<file path="config.mk">
export PLATFORM = sky130hd
export DESIGN_NAME = sdram_req_arbiter
export DESIGN_NICKNAME = d
export VERILOG_FILES = /design/src/rtl/sdram_req_arbiter_pkg.sv /design/src/rtl/sdram_req_arbiter_ref_timer.sv /design/src/rtl/sdram_req_arbiter.sv
export SDC_FILE = /design/constraint.sdc
export NUM_CORES = 1
export LEC_CHECK = 0
export CORE_ASPECT_RATIO = 0.75
export CORE_MARGIN = 5
export CORE_UTILIZATION = 44
export CTS_BUF_LIST = sky130_fd_sc_hd__clkbuf_4 sky130_fd_sc_hd__clkbuf_8
export DETAILED_ROUTE_END_ITERATION = 10
export PLACE_DENSITY_LB_ADDON = 0.2
export SLEW_MARGIN = 15
export SYNTH_ARGS = -nofsm -noshare
export SYNTH_HDL_FRONTEND = slang
export SYNTH_HIERARCHICAL = 1
export SYNTH_SLANG_ARGS = --single-unit
</file>
<file path="constraint.sdc">
create_clock -name clk -period 3.3 [get_ports clk]
set_clock_uncertainty 0.2 [all_clocks]
set_input_delay 0.495 -clock clk [delete_from_list [all_inputs] [get_ports clk]]
set_output_delay 0.495 -clock clk [all_outputs]
set_load 0.01 [all_outputs]
</file>
<file path="src/rtl/sdram_req_arbiter_pkg.sv">
// Shared definitions for the SDRAM request arbiter: FSM state encoding and
// default refresh timing.
package sdram_req_arbiter_pkg;

    typedef enum logic [1:0] {
        A_IDLE = 2'd0,
        A_REF  = 2'd1,
        A_CMD  = 2'd2,
        A_WAIT = 2'd3
    } arb_state_t;

    // 7.8us refresh interval at 133MHz
    localparam int unsigned REF_PERIOD_DFLT   = 1040;
    localparam int unsigned REF_PEND_MAX_DFLT = 8;

endpackage

</file>
<file path="src/rtl/sdram_req_arbiter_ref_timer.sv">
// Refresh interval timer. Counts REF_PERIOD cycles once init is done and keeps
// a saturating count of refreshes owed to the SDRAM; flags when it saturates.
module sdram_ref_timer
    import sdram_req_arbiter_pkg::*;
#(
    parameter int unsigned REF_PERIOD   = REF_PERIOD_DFLT,
    parameter int unsigned REF_PEND_MAX = REF_PEND_MAX_DFLT
) (
    input  logic clk,
    input  logic rst,
    input  logic enable,
    input  logic dec,
    output logic ref_pend_nz,
    output logic ref_overrun
);

    localparam int unsigned CNT_W  = $clog2(REF_PERIOD);
    localparam int unsigned PEND_W = $clog2(REF_PEND_MAX + 1);
    localparam logic [CNT_W-1:0]  CNT_LAST = CNT_W'(REF_PERIOD - 1);
    localparam logic [PEND_W-1:0] PEND_MAX = PEND_W'(REF_PEND_MAX);

    logic [CNT_W-1:0]  r_cnt;
    logic [PEND_W-1:0] r_pend;
    logic [PEND_W-1:0] w_pend_nxt;
    logic              r_overrun;
    logic              w_wrap;
    logic              w_dec;

    assign w_wrap      = enable && (r_cnt == CNT_LAST);
    assign w_dec       = dec && (r_pend != '0);
    assign ref_pend_nz = (r_pend != '0);
    assign ref_overrun = r_overrun;

    // Period counter: held at zero until init completes, then free-running
    always_ff @(posedge clk or posedge rst) begin
        if (rst) begin
            r_cnt <= '0;
        end else if (!enable || (r_cnt == CNT_LAST)) begin
            r_cnt <= '0;
        end else begin
            r_cnt <= r_cnt + 1'b1;
        end
    end

    // Pending count: a wrap and an issue in the same cycle cancel out
    always_comb begin
        w_pend_nxt = r_pend;
        if (w_wrap && !w_dec && (r_pend != PEND_MAX)) begin
            w_pend_nxt = r_pend + 1'b1;
        end else if (!w_wrap && w_dec) begin
            w_pend_nxt = r_pend - 1'b1;
        end
    end

    // Pending count register and sticky overrun flag
    always_ff @(posedge clk or posedge rst) begin
        if (rst) begin
            r_pend    <= '0;
            r_overrun <= 1'b0;
        end else begin
            r_pend <= w_pend_nxt;
            if (w_pend_nxt == PEND_MAX) begin
                r_overrun <= 1'b1;
            end
        end
    end

endmodule

</file>
<file path="src/rtl/sdram_req_arbiter.sv">
// Front end of sdram_core: issues periodic auto-refresh and round-robin
// client read/write commands, one access in flight at a time.
module sdram_req_arbiter
    import sdram_req_arbiter_pkg::*;
#(
    parameter int unsigned NUM_REQ      = 4,
    parameter int unsigned ADDR_W       = 24,
    parameter int unsigned REF_PERIOD   = REF_PERIOD_DFLT,
    parameter int unsigned REF_PEND_MAX = REF_PEND_MAX_DFLT
) (
    input  logic                      clk,
    input  logic                      rst,
    input  logic                      sdram_init_done,
    input  logic                      core_idle,
    input  logic                      sdram_ref_ack,
    input  logic                      sdram_rd_ack,
    input  logic                      sdram_wr_ack,
    output logic                      sdram_ref_req,
    output logic                      sdram_rd_req,
    output logic                      sdram_wr_req,
    output logic [ADDR_W-1:0]         sdram_addr,
    input  logic [NUM_REQ-1:0]        cli_req,
    input  logic [NUM_REQ-1:0]        cli_wr,
    input  logic [NUM_REQ*ADDR_W-1:0] cli_addr,
    output logic [NUM_REQ-1:0]        cli_grant,
    output logic [NUM_REQ-1:0]        cli_ack,
    output logic [NUM_REQ-1:0]        cli_done,
    output logic                      ref_overrun
);

    localparam int unsigned IDX_W = $clog2(NUM_REQ);

    arb_state_t         r_state, w_state_nxt;
    logic               r_ref_req, w_ref_req_nxt;
    logic               r_rd_req, w_rd_req_nxt;
    logic               r_wr_req, w_wr_req_nxt;
    logic               r_wr, w_wr_nxt;
    logic [NUM_REQ-1:0] r_grant, w_grant_nxt;
    logic [ADDR_W-1:0]  r_addr, w_addr_nxt;
    logic [IDX_W-1:0]   r_rr, w_rr_nxt;

    logic               w_ref_pend_nz;
    logic               w_ref_dec;
    logic [IDX_W:0]     w_pick;
    logic               w_found;
    logic [IDX_W-1:0]   w_win;
    logic [ADDR_W-1:0]  w_win_addr;

    // Returns {found, index}: first requester strictly after 'last', wrapping
    function automatic logic [IDX_W:0] rr_pick(input logic [NUM_REQ-1:0] req,
                                               input logic [IDX_W-1:0]   last);
        logic             found;
        logic [IDX_W-1:0] idx;
        logic [IDX_W-1:0] cand;
        int unsigned      pos;
        found = 1'b0;
        idx   = '0;
        for (int unsigned i = 1; i <= NUM_REQ; i++) begin
            pos = 32'(last) + i;
            if (pos >= NUM_REQ) begin
                pos = pos - NUM_REQ;
            end
            cand = IDX_W'(pos);
            if (!found && req[cand]) begin
                found = 1'b1;
                idx   = cand;
            end
        end
        return {found, idx};
    endfunction

    sdram_ref_timer #(
        .REF_PERIOD   (REF_PERIOD),
        .REF_PEND_MAX (REF_PEND_MAX)
    ) u_ref_timer (
        .clk         (clk),
        .rst         (rst),
        .enable      (sdram_init_done),
        .dec         (w_ref_dec),
        .ref_pend_nz (w_ref_pend_nz),
        .ref_overrun (ref_overrun)
    );

    assign w_pick  = rr_pick(cli_req, r_rr);
    assign w_found = w_pick[IDX_W];
    assign w_win   = w_pick[IDX_W-1:0];

    // Address mux for the round-robin winner
    always_comb begin
        w_win_addr = '0;
        for (int unsigned i = 0; i < NUM_REQ; i++) begin
            if (w_win == IDX_W'(i)) begin
                w_win_addr = cli_addr[i*ADDR_W +: ADDR_W];
            end
        end
    end

    // Next-state, registered-output next values and the single-cycle client pulses
    always_comb begin
        w_state_nxt   = r_state;
        w_ref_req_nxt = r_ref_req;
        w_rd_req_nxt  = r_rd_req;
        w_wr_req_nxt  = r_wr_req;
        w_wr_nxt      = r_wr;
        w_grant_nxt   = r_grant;
        w_addr_nxt    = r_addr;
        w_rr_nxt      = r_rr;
        w_ref_dec     = 1'b0;
        cli_ack       = '0;
        cli_done      = '0;
        case (r_state)
            A_IDLE: begin
                if (sdram_init_done && core_idle) begin
                    if (w_ref_pend_nz) begin
                        w_ref_req_nxt = 1'b1;
                        w_state_nxt   = A_REF;
                    end else if (w_found) begin
                        w_grant_nxt  = {{(NUM_REQ-1){1'b0}}, 1'b1} << w_win;
                        w_addr_nxt   = w_win_addr;
                        w_wr_nxt     = cli_wr[w_win];
                        w_wr_req_nxt = cli_wr[w_win];
                        w_rd_req_nxt = !cli_wr[w_win];
                        w_rr_nxt     = w_win;
                        w_state_nxt  = A_CMD;
                    end
                end
            end
            A_REF: begin
                if (sdram_ref_ack) begin
                    w_ref_req_nxt = 1'b0;
                    w_ref_dec     = 1'b1;
                    w_state_nxt   = A_WAIT;
                end
            end
            A_CMD: begin
                if ((r_wr && sdram_wr_ack) || (!r_wr && sdram_rd_ack)) begin
                    w_rd_req_nxt = 1'b0;
                    w_wr_req_nxt = 1'b0;
                    cli_ack      = r_grant;
                    w_state_nxt  = A_WAIT;
                end
            end
            A_WAIT: begin
                // Entered the cycle after the ack, so the ack-cycle idle is never seen here;
                // refresh leaves r_grant at zero, so no done pulse for it
                if (core_idle) begin
                    cli_done    = r_grant;
                    w_grant_nxt = '0;
                    w_state_nxt = A_IDLE;
                end
            end
            default: begin
                w_state_nxt = A_IDLE;
            end
        endcase
    end

    // State and registered outputs
    always_ff @(posedge clk or posedge rst) begin
        if (rst) begin
            r_state   <= A_IDLE;
            r_ref_req <= 1'b0;
            r_rd_req  <= 1'b0;
            r_wr_req  <= 1'b0;
            r_wr      <= 1'b0;
            r_grant   <= '0;
            r_addr    <= '0;
            r_rr      <= IDX_W'(NUM_REQ - 1);
        end else begin
            r_state   <= w_state_nxt;
            r_ref_req <= w_ref_req_nxt;
            r_rd_req  <= w_rd_req_nxt;
            r_wr_req  <= w_wr_req_nxt;
            r_wr      <= w_wr_nxt;
            r_grant   <= w_grant_nxt;
            r_addr    <= w_addr_nxt;
            r_rr      <= w_rr_nxt;
        end
    end

    assign sdram_ref_req = r_ref_req;
    assign sdram_rd_req  = r_rd_req;
    assign sdram_wr_req  = r_wr_req;
    assign sdram_addr    = r_addr;
    assign cli_grant     = r_grant;

endmodule

</file>
==> results.yml, run 1 <==
run_status:
  status: "finished, final reports clean"
place:
  portBuffers: 150
  preCtsSetupSlack_ps: 565
  place_area_mm2: 0.00498
  dpl.hpwl_mm: 7.89
  dp_cells: 571
  globalplace.congestion: 0.818
setup_path:
  worstSetupPathType: "flip-flop to output port"
  required_ps: 2600
  crit_arrival_ps: 1990
  critPathLaunchType: "flip-flop"
  cp-end-kind: "output port"
  path_max_fanout: 5
layout:
  area_delta_synth_final_pct: 48.0
  nFillCells: 600
  instances_no_fill: 579
  post-route-util: 0.679
  nNetsFinal: 595
  final_layout_size_suffix_gt1_frac: 0.0774
  antennaDiodeCount: 0
  final_cell_area_mm2: 0.00507
synth:
  yosys_warnings: 6
  yosysTopAreaCell: "dfrtp_1"
  syn_nets: 446
  synthCells: 328
  synth-edff-count: 0
  ys.flop_type: "dfrtp_1"
  synth_area_leaders: "dfrtp_1 37%, mux2i_1 16%, o221ai_1 5.9%, nand2_1 4.6%, ha_1 2.6%"
  ys_top_cells_by_count: "54 x mux2i_1, 50 x dfrtp_1, 42 x nand2_1"
  async_flop_share: 1.00
  synth.most_common_cell: "mux2i_1"
  synth.distinct_cells: 61
  synth_top_area_share: 0.365
  ys_ff_latch: 52
  ys_seq_area_frac: 0.380
  synth.cell_area_mm2: 0.00343
  syn_area_per_cell_um2: 10.4
pwr:
  peakVddDrop_uv: 434
  power.total_mw: 2.89
  powerDensity_mw_per_mm2: 569
  p_leak_nw: 2.27
timing:
  finalSetupViolCount: 0
  drv_slew: 0
  whs_ps: 278
  fin_crit_sh: 0.815
  fmax_mhz: 372
  tightestPinTransition_ps: 618
  rsz0062_at_grt: "false"
  period_needed_ps: 2690
  hold_violations: 0
  worst_slack_ps: 610
  slew_headroom: 0.584
  setup-tns-final_ps: 0
clocking:
  cts_buffers: 5
  postCtsResizedCells: 0
  cts.htree.levels: 2
  cts_root_buf: "clkbuf_8"
  cts_buffer_depth: 2
  insertion_delay_ps: 290
  cts_setup_buffers: 0
  cts_hold_buf: 0
  cts_tree: "built"
  clkTransAtPathRegs_ps: 100
  cts_num_sinks: 52
grt:
  grt_overflow: 0
  grt_pass1_vias: 3193
  antenna_found_initial: 0
  grt_usage: 0.206
  grt_pass1_wl_mm: 16.4
  grt_max_degree: 40
detailed_routing:
  vias: 3078
  vias_per_cell: 5.32
  dr.pass1.iters: 4
  drtAntennaViolNets: 0
  drt_iter0_drc: 150
  routed_wl_mm: 10.1
  wl_per_cell_um: 17.4
  drc: 0
floorplanning:
  die_h_um: 86.4
  pin_count: 151
  die-area_mm2: 0.00967
  die_w_um: 112
  core_mm2: 0.00747
  initial_core_util: 0.459
  rows: 27
job:
  maxCapViolations: 0
worst_hold_path:
  min_path_type: "flip-flop to flip-flop"
==> kinds of logic (layout without fill, tap and decap cells) <==
group	count (synthesis)	after routing	share of synthesized area
compound gates	61	61	0.156
xor+xnor	12	12	0.0307
fa+ha+maj	7	7	0.0256
buf+inv	25	175	0.0555
flops	52	52	0.380
mux	57	57	0.169
simple gates	114	114	0.184
==> cell usage in the layout (no fill, tap or decap), drive strengths merged, types with 7 or more instances in the layout <==
master and instances:
o221ai 26, buf 7, and3 9, inv 10, clkdlybuf4s50 150, nor2 20
xnor2 7, mux2i 54, ha 7, nand3 7, dfrtp 50, nand2b 7
nand2 43
==> layout make-up <==
| type | count | area (um2) | share of cell area |
|---|---|---|---|
| clock inverter | 2 | 10.0 | 0.00197 |
| tap | 101 | 126 | 0.0249 |
| clock buffer | 6 | 82.6 | 0.0163 |
| sequential | 52 | 1300 | 0.257 |
| multi-input combinational | 251 | 1940 | 0.383 |
| inverter | 10 | 37.5 | 0.00740 |
| timing repair buffer | 157 | 1570 | 0.309 |
==> state kept, by name, indices dropped and copies added, names as in the netlist <==
name	cells
sdram_addr	24
u_ref_timer/r_cnt	11
cli_grant	4
u_ref_timer/r_pend	4
r_rr	2
r_state	2
r_wr	1
sdram_rd_req	1
sdram_ref_req	1
sdram_wr_req	1
u_ref_timer/ref_overrun	1
==> worst max-delay path: stages (launching register included) <==
cell             delay (ps)
dfrtp_1                 420
inv_1                   110
ha_1                    230
nor2b_1                 240
and2_1                  160
clkdlybuf4s50_1         540
==> per-layer routing <==
metal	part of all wire	global-route usage	up-vias
met5	0	0	-
met4	0.013	0.0343	0
met3	0.076	0.0628	8
met2	0.46	0.338	118
met1	0.45	0.276	1439
li1	-	-	1513
==> worst paths after layout <==
| path | start | to | slack (ps) | cells after the start |
|---|---|---|---|---|
| setup / recovery | r_state[0] | cli_ack[1] | 610 | 5 |
| hold / removal | u_ref_timer/ref_overrun | u_ref_timer/ref_overrun | 280 | 1 |
| setup reg to reg | u_ref_timer/r_pend[0] | sdram_addr[3] | 660 | 9 |
| hold reg to reg | u_ref_timer/ref_overrun | u_ref_timer/ref_overrun | 280 | 1 |
| max in group asynchronous | rst | u_ref_timer/r_cnt[2] | 2100 | 2 |
| min in group asynchronous | rst | u_ref_timer/r_cnt[9] | 410 | 2 |
==> where the power goes <==
| part | internal, mW | switching (mW) |
|---|---|---|
| registers | 0.837 | 0.128 |
| logic | 0.832 | 0.708 |
| clock network | 0.168 | 0.213 |
(Power assumes the default switching activity.)
==> run 2, diff against run 1 <==
==> constraint.sdc (replaced) <==
create_clock -name clk -period 2.8 [get_ports clk]
set_clock_uncertainty 0.2 [all_clocks]
set_input_delay 0.42 -clock clk [delete_from_list [all_inputs] [get_ports clk]]
set_output_delay 0.42 -clock clk [all_outputs]
set_load 0.01 [all_outputs]
==> run 2 against run 1 <==
Against the previous run:
- combinational power up 21%
- utilization up 1.3 points
- largest power group unchanged
- critical path type is now flip-flop to flip-flop
- worst setup slack worse by 430 ps
- register-to-register slack worse by 480 ps
==> results.yml, run 2 (synthesis results as in run 1) <==
run_status:
  status: "finished, final reports clean"
grt:
  met2_usage: 0.353
  use_met1: 0.271
  grt_usage: 0.210
  grt.met3_usage: 0.0579
  grt_max_degree: 37
  grt_pass1_vias: 3224
  grt_pass1_wl_mm: 16.5
  grt_overflow: 0
  busiest_layer: "met2"
  antenna_found_initial: 0
timing:
  finalSetupViolCount: 0
  period_needed_ps: 2620
  rsz0062_at_grt: "false"
  tightestPinTransition_ps: 616
  fmax_mhz: 382
  slew_headroom: 0.588
  drv_slew: 0
  fin_crit_sh: 0.936
  whs_ps: 285
  setup-tns-final_ps: 0
  hold_violations: 0
layout:
  largest_reg_flops: 24
  nFillCells: 566
  final_layout_size_suffix_gt1_frac: 0.0928
  antennaDiodeCount: 0
  final_cell_mix: "150 x clkdlybuf4s50_1, 54 x mux2i_1, 50 x dfrtp_1, 42 x nand2_1, 23 x o221ai_1"
  nNetsFinal: 602
  post-route-util: 0.692
  final_cell_area_mm2: 0.00517
  area_delta_synth_final_pct: 50.8
  layout_commonest_cell: "clkdlybuf4s50_1"
clocking:
  postCtsResizedCells: 0
  cts_hold_buf: 0
  cts_tree: "built"
  cts_root_buf: "clkbuf_8"
  clkTransAtPathRegs_ps: 110
  cts_buffer_depth: 2
  cts.htree.levels: 2
  cts_setup_buffers: 0
  insertion_delay_ps: 300
  cts_buffers: 5
  cts_num_sinks: 52
pwr:
  powerDensity_mw_per_mm2: 671
  power.total_mw: 3.47
  peakVddDrop_uv: 389
  p_leak_nw: 2.31
worst_hold_path:
  hp-start: "u_ref_timer/ref_overrun"
  min_path_type: "flip-flop to flip-flop"
  min_delay_path_depth: 1
  hold_end: "u_ref_timer/ref_overrun"
detailed_routing:
  vias: 3122
  routed_wl_mm: 10.2
  wl_per_cell_um: 17.4
  drtAntennaViolNets: 0
  drc: 0
  vias_per_cell: 5.33
  dr.pass1.iters: 4
  drt_iter0_drc: 121
place:
  portBuffers: 150
  dpl.hpwl_mm: 8.15
  place_area_mm2: 0.00507
  globalplace.congestion: 0.839
setup_path:
  cp-end-kind: "flip-flop"
  r2r_end: "sdram_wr_req"
  path_max_fanout: 6
  r2r_cells: 8
  critPathLaunchType: "flip-flop"
  r2r-start: "u_ref_timer/r_pend[0]"
  crit_arrival_ps: 2640
  required_ps: 2820
  r2r_slack_ps: 180
  worstSetupPathType: "flip-flop to flip-flop"
floorplanning:
  die_w_um: 112
  die_h_um: 86.4
  rows: 27
  core_mm2: 0.00747
  initial_core_util: 0.459
  die-area_mm2: 0.00967
  pin_count: 151
job:
  maxCapViolations: 0
run 2: cell types whose count changed in the layout (fill, tap and decap cells not counted), sizes merged:
cell      previous run  this run
clkbuf               6         5
clkinvlp             0         1
inv                 10        11
buf                  7        14
clkinv               2         1
run 2: routing by layer:
metal	part of all wire	routed length, um	up-vias
li1	-	-	1524
met1	0.44	4520	1477
met2	0.47	4780	109
met3	0.070	719	12
met4	0.019	199	0
met5	0	0	-
run 2: worst max-delay path by stage:
stage,endpoint,from,depth (start not counted)
detailed placement,sdram_addr[22],cli_req[3],6
CTS,cli_ack[1],r_state[0],5
finish,sdram_wr_req,u_ref_timer/r_pend[0],8
global placement,sdram_wr_req,u_ref_timer/r_pend[0],8
global route,sdram_wr_req,u_ref_timer/r_pend[0],8
floorplan,sdram_wr_req,u_ref_timer/r_pend[0],8
run 2: cell type report:
class,instances,area (um2),area share
Clock inverter,3,27.5,0.00533
Sequential cell,52,1300,0.252
Clock buffer,5,68.8,0.0133
Multi-Input combinational cell,251,1950,0.377
Timing Repair Buffer,164,1660,0.321
Tap cell,101,126,0.0245
Inverter,10,37.5,0.00726
run 2: power breakdown:
part / internal, mW / switching [mW]
clock: 0.184 / 0.275
sequential: 0.986 / 0.156
combinational: 1.02 / 0.848
run 2: through the flow:
stage | cells | setup WS (ps)
5_1_grt | 586 | 27.7
3_3_place_gp | 578 | 253
2_1_floorplan | 328 | 472
4_1_cts | 586 | 118
6_report | 586 | 179
3_5_place_dp | 578 | 170
run 2: critical path: stages, from the launching register on:
cell and delay, ps:
dfrtp_1 460, inv_1 100, ha_1 220, nand2b_1 130, or2_2 360, o31ai_2 320
o211ai_1 180, or3_1 370, o211ai_1 180
==> run 3, diff against run 2 <==
--- a/config.mk
+++ b/config.mk
@@ -7,7 +7,7 @@
 export LEC_CHECK = 0
 export CORE_ASPECT_RATIO = 0.75
 export CORE_MARGIN = 5
-export CORE_UTILIZATION = 44
+export CORE_UTILIZATION = 45
 export CTS_BUF_LIST = sky130_fd_sc_hd__clkbuf_4 sky130_fd_sc_hd__clkbuf_8
 export DETAILED_ROUTE_END_ITERATION = 10
 export PLACE_DENSITY_LB_ADDON = 0.2
==> constraint.sdc (replaced) <==
create_clock -name clk -period 3.3 [get_ports clk]
set_clock_uncertainty 0.2 [all_clocks]
set_input_delay 0.495 -clock clk [delete_from_list [all_inputs] [get_ports clk]]
set_output_delay 0.495 -clock clk [all_outputs]
set_load 0.01 [all_outputs]
==> run 3 against run 2 <==
Against the previous run:
- critical path depth is 3 lower
- worst setup slack improved by 390 ps
- first-iteration DRC count down 12%
- sequential power fell by 15%
- hold slack improved by 7.3 ps
- clock power decreased by 17%
- register-to-register slack better by 480 ps
- critical path type is now flip-flop to output port
==> results.yml, run 3 (synthesis results as in run 1) <==
floorplanning:
  pin_count: 151
  core_mm2: 0.00736
  initial_core_util: 0.465
  die_h_um: 85.6
  die_w_um: 111
  rows: 27
  die-area_mm2: 0.00948
timing:
  tightestPinTransition_ps: 585
  drv_slew: 0
  setup-tns-final_ps: 0
  fmax_mhz: 367
  finalSetupViolCount: 0
  fin_crit_sh: 0.826
  slew_headroom: 0.609
  hold_violations: 0
  rsz0062_at_grt: "false"
  period_needed_ps: 2730
setup_path:
  cp-end-kind: "output port"
  slowest_stage: "clkdlybuf4s50_1"
  cp_top_family: "buffers and inverters"
  required_ps: 2600
  cp_slowest_stage_delay_ps: 540
  r2r_end: "sdram_wr_req"
  worstSetupPathType: "flip-flop to output port"
  crit_buf_inv: 2
  r2r-start: "u_ref_timer/r_pend[0]"
  crit_path_cell_trace: "inv_1 > ha_1 > nor2b_1 > and2_1 > clkdlybuf4s50_1"
  r2r_cells: 8
  path_max_fanout: 5
  crit_arrival_ps: 2030
  r2r_slack_ps: 660
  critPathLaunchType: "flip-flop"
pwr:
  combPwrFrac: 0.541
  netSwitchingFraction: 0.370
  peakVddDrop_uv: 427
  pwr-share-seq: 0.329
  p_leak_nw: 2.28
  powerDensity_mw_per_mm2: 575
  internal_power_mw: 1.85
  switching_power_mw: 1.08
  clock_power_share: 0.130
  power.total_mw: 2.93
job:
  maxCapViolations: 0
clocking:
  cts.htree.levels: 2
  postCtsResizedCells: 0
  insertion_delay_ps: 310
  cts_buffers: 5
  cts_root_buf: "clkbuf_8"
  cts_tree: "built"
  clkTransAtPathRegs_ps: 100
  cts_num_sinks: 52
  cts_setup_buffers: 0
  cts_buffer_depth: 2
  cts_hold_buf: 0
run_status:
  status: "finished, final reports clean"
layout:
  final_cell_mix: "150 x clkdlybuf4s50_1, 54 x mux2i_1, 50 x dfrtp_1, 42 x nand2_1, 23 x o221ai_1"
  nNetsFinal: 597
  nFillCells: 598
  layout_commonest_cell: "clkdlybuf4s50_1"
  area_delta_synth_final_pct: 48.8
  final_layout_size_suffix_gt1_frac: 0.0813
  largest_reg_flops: 24
detailed_routing:
  drc: 0
  routed_wl_mm: 9.96
  vias: 3112
  dr.pass1.iters: 4
  wl_per_cell_um: 17.1
  vias_per_cell: 5.35
  drtAntennaViolNets: 0
  drt_iter0_drc: 106
place:
  portBuffers: 150
  globalplace.congestion: 0.809
  dpl.hpwl_mm: 7.85
grt:
  grt_pass1_wl_mm: 16.1
  grt_overflow: 0
  antenna_found_initial: 0
  grt_usage: 0.206
  grt_max_degree: 37
  grt_pass1_vias: 3259
worst_hold_path:
  min_path_type: "flip-flop to flip-flop"
  min_delay_path_depth: 2
  hp-start: "sdram_addr[18]"
  hold_end: "sdram_addr[18]"
## run 3: cell count changes in the layout (fill, tap and decap cells not counted), sizes merged
cell      previous run  this run
diode                0         1
clkinvlp             1         0
clkinv               1         2
buf                 14         9
## run 3: metrics by stage
stage	worst slack [ps]	cell area (um2)	instances	hold WS (ps)	util
6_report	573	5100	582	293	0.692
5_1_grt	409	5100	581	325	0.692
4_1_cts	551	5100	581	298	0.692
3_5_place_dp	466	5010	573	273	0.680
3_3_place_gp	623	5010	573	270	0.680
2_1_floorplan	972	3430	328	209	-
## run 3: how the worst max path moves through the flow
stage                                      from              to  slack (ps)  cells past startpoint
after floorplan           u_ref_timer/r_pend[0]    sdram_wr_req         970                      8
after detailed placement             cli_req[3]  sdram_addr[19]         470                      7
after CTS                            r_state[0]      cli_ack[2]         550                      5
after global placement               cli_req[3]   sdram_addr[3]         620                      7
final                                r_state[0]      cli_ack[2]         570                      5
after global routing                 r_state[0]      cli_ack[3]         410                      5
## run 3: area by class of cell
cell class | count | area (um2) | area share
diodes | 1 | 2.50 | 0.000491
inverters | 10 | 37.5 | 0.00736
flip-flops and latches | 52 | 1300 | 0.256
repair buffers | 159 | 1590 | 0.313
well taps | 101 | 126 | 0.0248
clock buffers | 5 | 68.8 | 0.0135
multi-input cells | 251 | 1940 | 0.381
clock inverters | 3 | 22.5 | 0.00442
## run 3: power by group through the flow
stage | Combinational [mW] | Sequential (mW) | Clock (mW)
2_1_floorplan | 0.910 | 1.03 | 0
3_3_place_gp | 1.55 | 0.972 | 0
3_5_place_dp | 1.59 | 0.976 | 0
4_1_cts | 1.60 | 0.965 | 0.392
5_1_grt | 1.73 | 0.995 | 0.421
6_report | 1.59 | 0.964 | 0.380
## run 3: per-layer routing
layer	vias up	global-route usage	share of wire	routed length (um)
met5	-	0	0	0
li1	1516	-	-	-
met3	12	0.0494	0.063	630
met2	114	0.354	0.50	4950
met1	1470	0.265	0.42	4220
met4	0	0.0492	0.016	159
## run 3: worst register-to-register path, stage by stage (launching register included)
cell and delay, ps:
dfrtp_1 460, inv_1 110, ha_1 240, nand2b_1 120, or2_2 380, o31ai_2 330
o211ai_1 190, or3_1 370, o211ai_1 170
